--- config.mk ---
export PLATFORM = sky130hd
export DESIGN_NAME = st7735r_cmd_sequencer
export DESIGN_NICKNAME = d
export VERILOG_FILES = /design/src/rtl/st7735r_cmd_sequencer.sv
export SDC_FILE = /design/constraint.sdc
export NUM_CORES = 1
export LEC_CHECK = 0
export CAP_MARGIN = 20
export CORE_ASPECT_RATIO = 1.1
export CORE_MARGIN = 2
export CORE_UTILIZATION = 48
export DETAILED_ROUTE_END_ITERATION = 16
export GPL_ROUTABILITY_DRIVEN = 0
export PLACE_DENSITY_LB_ADDON = 0.1
export RECOVER_POWER = 25
export SLEW_MARGIN = 15
export SYNTH_ARGS = -nofsm -noshare
export SYNTH_HDL_FRONTEND = slang
export SYNTH_SLANG_ARGS = --single-unit
--- constraint.sdc ---
create_clock -name clk -period 1.8 [get_ports clk]
set_clock_uncertainty 0.1 [all_clocks]
set_input_delay 0.45 -clock clk [delete_from_list [all_inputs] [get_ports clk]]
set_output_delay 0.45 -clock clk [all_outputs]
set_load 0.005 [all_outputs]
--- src/rtl/st7735r_cmd_sequencer.sv ---
// ST7735R command sequencer: runs the RESX power-on reset, then streams host
// command/parameter bytes to the SPI serializer one at a time, tagging each via D/CX.
module st7735r_cmd_sequencer #(
  parameter int PARAM_CNT_BITS   = 16,
  parameter int RESX_LOW_CYCLES  = 1000,
  parameter int RESX_WAIT_CYCLES = 120000
) (
  input  logic                      clk,
  input  logic                      reset_n,
  input  logic                      sync_reset,
  input  logic                      cmd_valid,
  output logic                      cmd_ready,
  input  logic [7:0]                cmd_byte,
  input  logic [PARAM_CNT_BITS-1:0] cmd_param_count,
  input  logic                      param_valid,
  output logic                      param_ready,
  input  logic [7:0]                param_byte,
  output logic                      ser_data_load,
  output logic [7:0]                ser_data,
  input  logic                      ser_done,
  output logic                      lcd_resx,
  output logic                      lcd_dcx,
  output logic                      busy,
  output logic                      init_done
);

  localparam int MAX_CYC = (RESX_LOW_CYCLES > RESX_WAIT_CYCLES) ? RESX_LOW_CYCLES : RESX_WAIT_CYCLES;
  localparam int DLY_W   = $clog2(MAX_CYC + 1);
  localparam logic [DLY_W-1:0] LOW_LAST  = DLY_W'(RESX_LOW_CYCLES - 1);
  localparam logic [DLY_W-1:0] WAIT_LAST = DLY_W'(RESX_WAIT_CYCLES - 1);

  typedef enum logic [2:0] {
    S_RESX_LOW,
    S_RESX_WAIT,
    S_IDLE,
    S_CMD_WAIT,
    S_PARAM_FETCH,
    S_PARAM_WAIT
  } state_e;

  state_e                    state_q, state_d;
  logic [DLY_W-1:0]          delay_q, delay_d;
  logic [PARAM_CNT_BITS-1:0] remaining_q, remaining_d;
  logic                      load_q, load_d;
  logic [7:0]                data_q, data_d;
  logic                      dcx_q, dcx_d;
  logic                      resx_q, resx_d;
  logic                      init_done_q, init_done_d;

  always_ff @(posedge clk or negedge reset_n) begin
    if (!reset_n) begin
      state_q     <= S_RESX_LOW;
      delay_q     <= '0;
      remaining_q <= '0;
      load_q      <= 1'b0;
      data_q      <= 8'h00;
      dcx_q       <= 1'b1;
      resx_q      <= 1'b0;
      init_done_q <= 1'b0;
    end else if (sync_reset) begin
      state_q     <= S_RESX_LOW;
      delay_q     <= '0;
      remaining_q <= '0;
      load_q      <= 1'b0;
      data_q      <= 8'h00;
      dcx_q       <= 1'b1;
      resx_q      <= 1'b0;
      init_done_q <= 1'b0;
    end else begin
      state_q     <= state_d;
      delay_q     <= delay_d;
      remaining_q <= remaining_d;
      load_q      <= load_d;
      data_q      <= data_d;
      dcx_q       <= dcx_d;
      resx_q      <= resx_d;
      init_done_q <= init_done_d;
    end
  end

  // Byte, D/CX and load strobe are all captured together so the serializer sees them aligned.
  always_comb begin
    state_d     = state_q;
    delay_d     = delay_q;
    remaining_d = remaining_q;
    load_d      = 1'b0;
    data_d      = data_q;
    dcx_d       = dcx_q;
    resx_d      = resx_q;
    init_done_d = init_done_q;
    case (state_q)
      S_RESX_LOW: begin
        if (delay_q == LOW_LAST) begin
          state_d = S_RESX_WAIT;
          delay_d = '0;
          resx_d  = 1'b1;
        end else begin
          delay_d = delay_q + DLY_W'(1);
        end
      end
      S_RESX_WAIT: begin
        if (delay_q == WAIT_LAST) begin
          state_d     = S_IDLE;
          delay_d     = '0;
          init_done_d = 1'b1;
        end else begin
          delay_d = delay_q + DLY_W'(1);
        end
      end
      S_IDLE: begin
        if (cmd_valid) begin
          data_d      = cmd_byte;
          dcx_d       = 1'b0;
          load_d      = 1'b1;
          remaining_d = cmd_param_count;
          state_d     = S_CMD_WAIT;
        end
      end
      S_CMD_WAIT, S_PARAM_WAIT: begin
        if (ser_done) begin
          state_d = (remaining_q == '0) ? S_IDLE : S_PARAM_FETCH;
        end
      end
      S_PARAM_FETCH: begin
        if (param_valid) begin
          data_d      = param_byte;
          dcx_d       = 1'b1;
          load_d      = 1'b1;
          remaining_d = remaining_q - PARAM_CNT_BITS'(1);
          state_d     = S_PARAM_WAIT;
        end
      end
      default: state_d = S_RESX_LOW;
    endcase
  end

  assign cmd_ready     = (state_q == S_IDLE);
  assign param_ready   = (state_q == S_PARAM_FETCH);
  assign busy          = (state_q != S_IDLE);
  assign ser_data_load = load_q;
  assign ser_data      = data_q;
  assign lcd_dcx       = dcx_q;
  assign lcd_resx      = resx_q;
  assign init_done     = init_done_q;

endmodule

Word level (Yosys, flattened, before mapping)
Index checks and enable logic that the tools add are counted.
- register bits: 48
- input bits: 38
- logic and storage cells: 70
- add/sub/neg operators: 2
- eq/ne operators: 13
- muxes and demuxes: 34
- reductions and logical operators: 13
- operators with widths (kind ; number):
    2-to-1 mux 17 bit ; 3
    2-to-1 mux 16 bit ; 3
    case mux 17 bit (2 select lines) ; 1
    case mux 16 bit (2 select lines) ; 1
    2-to-1 mux 8 bit ; 3
    2-to-1 mux 3 bit ; 7
    adder 17 x 1 -> 17 bit, second input constant ; 1
    == test 17 x 10 -> 1 bit, second input constant ; 1
    == test 17 bit, second input constant ; 1
    logical NOT 16 bit ; 1
    case mux 8 bit (2 select lines) ; 1
    subtractor 16 x 1 -> 16 bit, second input constant ; 1
    != test 3 bit, second input constant ; 5
    case mux 3 bit (5 select lines) ; 1
    2-to-1 mux 1 bit ; 12
    nonzero test 2 bit ; 4
    == test 3 x 2 -> 1 bit, second input constant ; 2
    == test 3 bit, second input constant ; 2
    nonzero test 3 bit ; 2
    AND reduction 5 bit ; 1
    case mux 1 bit (2 select lines) ; 2
    AND reduction 2 bit ; 2
    == test 3 x 1 -> 1 bit, second input constant ; 1
    logical NOT 3 bit ; 1
    3 further kinds ; 3

Longest topological paths before layout
Gate-level depths: netlist of run 1.
- word-level depth: 5
- mapped depth: 7
- mapped depth without buffers: 6

Worst setup path before layout of run 1
Ideal clock, no wire load.
- kind: register to register
- from: register state_q[0]
- to: register remaining_q[13]
- arrival time: 1.700 ns
- slack: -0.069 ns
- cell stages (with the launch flop): 6
- buffers on the path: 1
- period minus slack after synthesis: 1.869 ns
- cells stage by stage: dfrtp_1 > or4b_4 > or2_0 > buf_2 > or3_1 > nand3_1
- word-level cells in the longest chain between the ends: 3
- ends and longest elaborated chain (element ; line ; RTL):
    from (decl) ; 41 ; state_e state_q, state_d;
    from (signal assigned) ; 70 ; state_q <= state_d;
    == test 3 bit / == test 3 x 2 -> 1 bit (equally long branches) ; 91 ; case (state_q)
    != test 3 bit (no line), or another cell as far along ; -- ;
    AND reduction 3 bit (no line) / 2-to-1 mux 16 bit (equally long branches) ; -- ;
    to (signal assigned) ; 72 ; remaining_q <= remaining_d;
    to (decl) ; 43 ; logic [PARAM_CNT_BITS-1:0] remaining_q, remaining_d;
Parallel ways exist; a longest one is shown, timed or not.
A chain may end at the register's enable or synchronous reset.

Final worst setup path of run 1
- from: register remaining_q[0]
- to: register remaining_q[12]
- word-level cells in the longest chain between the ends: 4
- ends and longest elaborated chain (element ; line ; RTL):
    subtractor 16 x 1 -> 16 bit ; 129 ; remaining_d = remaining_q - PARAM_CNT_BITS'(1);
    2-to-1 mux 16 bit ; 125 ; if (param_valid) begin
    case mux 16 bit (2 select lines) ; 91 ;
    2-to-1 mux 16 bit ; 60 ; end else if (sync_reset) begin
No other way between the ends. The select of a mux whose other input is x is not followed.

==> results of run 1 <==
==> routing by layer <==
layer / vias to the layer above / routed length (um) / part of all wire
li1: 1487 / - / -
met1: 1577 / 3616 / 0.37
met2: 110 / 5340 / 0.55
met3: 22 / 472 / 0.049
met4: 0 / 214 / 0.022
met5: - / 0 / 0
==> per-stage QoR <==
stage | worst slack (ps) | instance area [um^2] | util | hold slack (ps)
global route | -304.9 | 4795 | 0.8259 | 417.1
floorplan | -59.38 | 2925 | - | 54.41
global placement | -593.7 | 4091 | 0.7047 | 357.8
CTS | -174.7 | 4593 | 0.7912 | 23.70
detailed placement | -596.2 | 4091 | 0.7047 | 366.7
finish | -185.7 | 4795 | 0.8259 | 373.0
==> kinds of logic after synthesis <==
family	share of synthesized area
AND/OR/NAND/NOR	0.2719
AO/OA/AOI/OAI	0.1964
flip-flops	0.4148
buffers and inverters	0.04704
XOR/XNOR	0.03021
multiplexers	0.03108
adder cells (fa/ha/maj)	0.008630
==> state kept, by name, indices dropped and copies added, names as in the netlist <==
register,cells
state_q,3
delay_q,17
ser_data_load,1
lcd_dcx,1
lcd_resx,1
init_done,1
remaining_q,16
ser_data,8
==> power by group through the flow <==
stage	registers, uW	logic, uW	clock network (uW)
2_1_floorplan	1110	52.0	0
3_3_place_gp	1110	203	0
3_5_place_dp	1110	207	0
4_1_cts	1090	215	837
5_1_grt	1090	242	882
6_report	1090	225	816
==> worst paths after layout <==
kind	startpoint	slack (ps)	depth (start not counted)	to
worst max-delay path	remaining_q[0]	-190	7	remaining_q[12]
worst min-delay path	reset_n	370	2	remaining_q[1]
worst max register to register	remaining_q[0]	-190	7	remaining_q[12]
worst min register to register	ser_data[1]	390	2	ser_data[1]
max in group asynchronous	reset_n	420	2	delay_q[9]
min in group clk	ser_data[1]	390	2	ser_data[1]
==> Yosys cell counts, drive strengths merged (4+ instances only) <==
library cell,count
nor4bb,4
nand4,4
xnor2,9
clkbuf,12
o22ai,9
nor2,20
nand3,12
dfrtp,47
nor4,13
buf,7
mux2i,9
nand2,22
or2,4
a21oi,13
nor3,26
nor4b,4
inv,15
or3,6
a22oi,4
o2bb2ai,7
o21ai,28
==> timing repair <==
action,CTS,global route
buffers inserted,12,3
gates cloned,2,0
gates resized for setup,86,42
endpoints found under the setup margin,45,49
pin swaps,23,13
==> final cells by class <==
cell class	instances	area, um^2	area share
repair buffers	146	1336	0.2787
multi-input cells	241	1982	0.4134
clock buffers	5	68.82	0.01435
flip-flops and latches	48	1204	0.2510
well taps	77	96.34	0.02009
inverters	15	61.31	0.01279
clock inverters	3	46.29	0.009656
==> impl_results.md, run 1 <==
* Slowest cell on the critical path: or4b_4
* Total number of vias at between 3000 and 4000
* Clock Latency Late Sink at a little over 300 ps
* CP arrival at 2080 ps
* CP max FO at 4
* WS Path Type: reg2reg
* Netlist cell types at slightly above 60
* Worst endpoint required time at ~1900 ps
* Register area share after synthesis at 0.4148
* Commonest non-fill, non-tap cell in the layout: buf_4
* Mean post-synth cell area at 9.003 um^2
* Pwr dens at between 400 and 500 nW/um^2
* Drt total wl at around 9600 um
* Filler cells at between 300 and 400
* Number of global-route vias before repair at around 3300
* LEAKAGE at 0.002009 uW
* Max transition margin at 0.1934
* Hold-fix buffers, CTS at 0
* Share of layout cells above drive strength 1 at 0.3908
* Initial core utilization at 0.4994
* RSZ-0062 raised after global routing: true
* Grt met1 use at 0.3386
* CTS tree: yes
* Gr ovfl total at 0
* Core area at 5806 um^2
* DIE HEIGHT at between 80 and 90 um
* F_max at between 500 and 600 MHz
* Worst-path cell chain: inv_2 > ha_4 > buf_6 > or4b_4 > nor3_2 > a311oi_1 > a221o_1
* Slew @ Worst Pin at 1210 ps
* Final-stage net count at around 500
* Layout area overhead at 65.39%
* Net Sw Power at ~500 uW
* Failing checks: negative setup slack
* Worst IR Drop VDD at approximately 0.00045 V
* Sequential share of power at 0.511
* Asr flop ratio synth at 1.000
* GR Layer Usage met3 at 0.05053
* First-pass GRT wire length at between 15000 and 20000 um
* Largest net degree at the start of global routing at 49
* Sw Ratio at 0.2357
* Horiz. Die Dim at 78.10 um
* Post-synth EDFFs at 0
* Yosys warns at 0
* Most frequent cells in the layout: 73 x buf_4, 46 x dfrtp_1, 44 x clkdlybuf4s50_1, 21 x nand2_1, 18 x buf_6
* Clk network pwr share at 0.383
* Clock buffer depth at 2
* Placed Instances at between 500 and 600
* Syn Inst Count at about 320
* I/O pins at between 50 and 60
* FF+latch count, synth at between 40 and 50
* Final Non-Filler Cells at ~540
* Post-DR vias/cell at 5.974
* CP endpoint kind: flip-flop
* CTS HTree Levels at 2
* Clock sink count at 48
* HP Class: in2async
* Min cycle time layout at approximately 2000 ps
* Final setup viols at 35
* Port bufs at 52
* Design Power at approximately 2100 uW
* Net Count, Synth at about 360
* Share of the synthesized area in the top cell type at 0.4057
* Setup_tns at -3133 ps
* Mapped Area at ~2900 um^2
* Max Cap Viol at 0
* Highest cell delay on the worst timing path at about 480 ps
* Cell taking the most area after synthesis: dfrtp_1
* Clock root buffer: clkbuf_8
* Remaining DRCs at 0
* Met2 GRT Util at 0.5525
* Ant. Diodes at 0
* Internal at 1627 uW
* Worst Slack Setup Final at -185.7 ps
* Initial antenna violation count at 0
* Final Cycle Share at 1.103
* Hold Vio Cnt, Final at 0
* Die area at 6678 um^2
* Setup crit start kind: flip-flop
* Detail Route Antenna Nets at 0
* Status: complete, but fails checks
* Top_reg_cell synth: dfrtp_1
* Top post-synthesis cells by area: dfrtp_1 41%, nor3_1 4.5%, o21ai_0 4.0%, mux2i_1 3.1%, nand2_1 2.8%
* Pins Over Slew Limit at 0
* Comb pwr share at 0.106
* First-pass DRT Iterations at 4
* TritonCTS buffer count at 5
* Reg clk slew, reported paths at roughly 90 ps
* Total track usage at 0.2978
* Most Crowded Layer GR: met2
* DR iter-0 viols at 300
* Routed len/inst at approximately 18 um
* Buf/Inv on CP at 2
* Placement row count at 29
* HPWL after detailed placement at between 6000 and 7000 um
* CP top delay family: simple AND/OR/NAND/NOR gates
Note: power is estimated with default switching activity, not from simulation.
==> run 2, diff against run 1 <==
--- a/config.mk
+++ b/config.mk
@@ -5,7 +5,7 @@
 export SDC_FILE = /design/constraint.sdc
 export NUM_CORES = 1
 export LEC_CHECK = 0
-export CAP_MARGIN = 20
+export CAP_MARGIN = 10
 export CORE_ASPECT_RATIO = 1.1
 export CORE_MARGIN = 2
 export CORE_UTILIZATION = 48
==> results of run 2 <==
Final layout, timing and power as in run 1 (identical DEF).
==> run 3, diff against run 2 <==
--- a/config.mk
+++ b/config.mk
@@ -9,6 +9,7 @@
 export CORE_ASPECT_RATIO = 1.1
 export CORE_MARGIN = 2
 export CORE_UTILIZATION = 48
+export CTS_CLUSTER_SIZE = 10
 export DETAILED_ROUTE_END_ITERATION = 16
 export GPL_ROUTABILITY_DRIVEN = 0
 export PLACE_DENSITY_LB_ADDON = 0.1
==> results of run 3 <==
Final layout, timing and power as in run 1 (identical DEF).
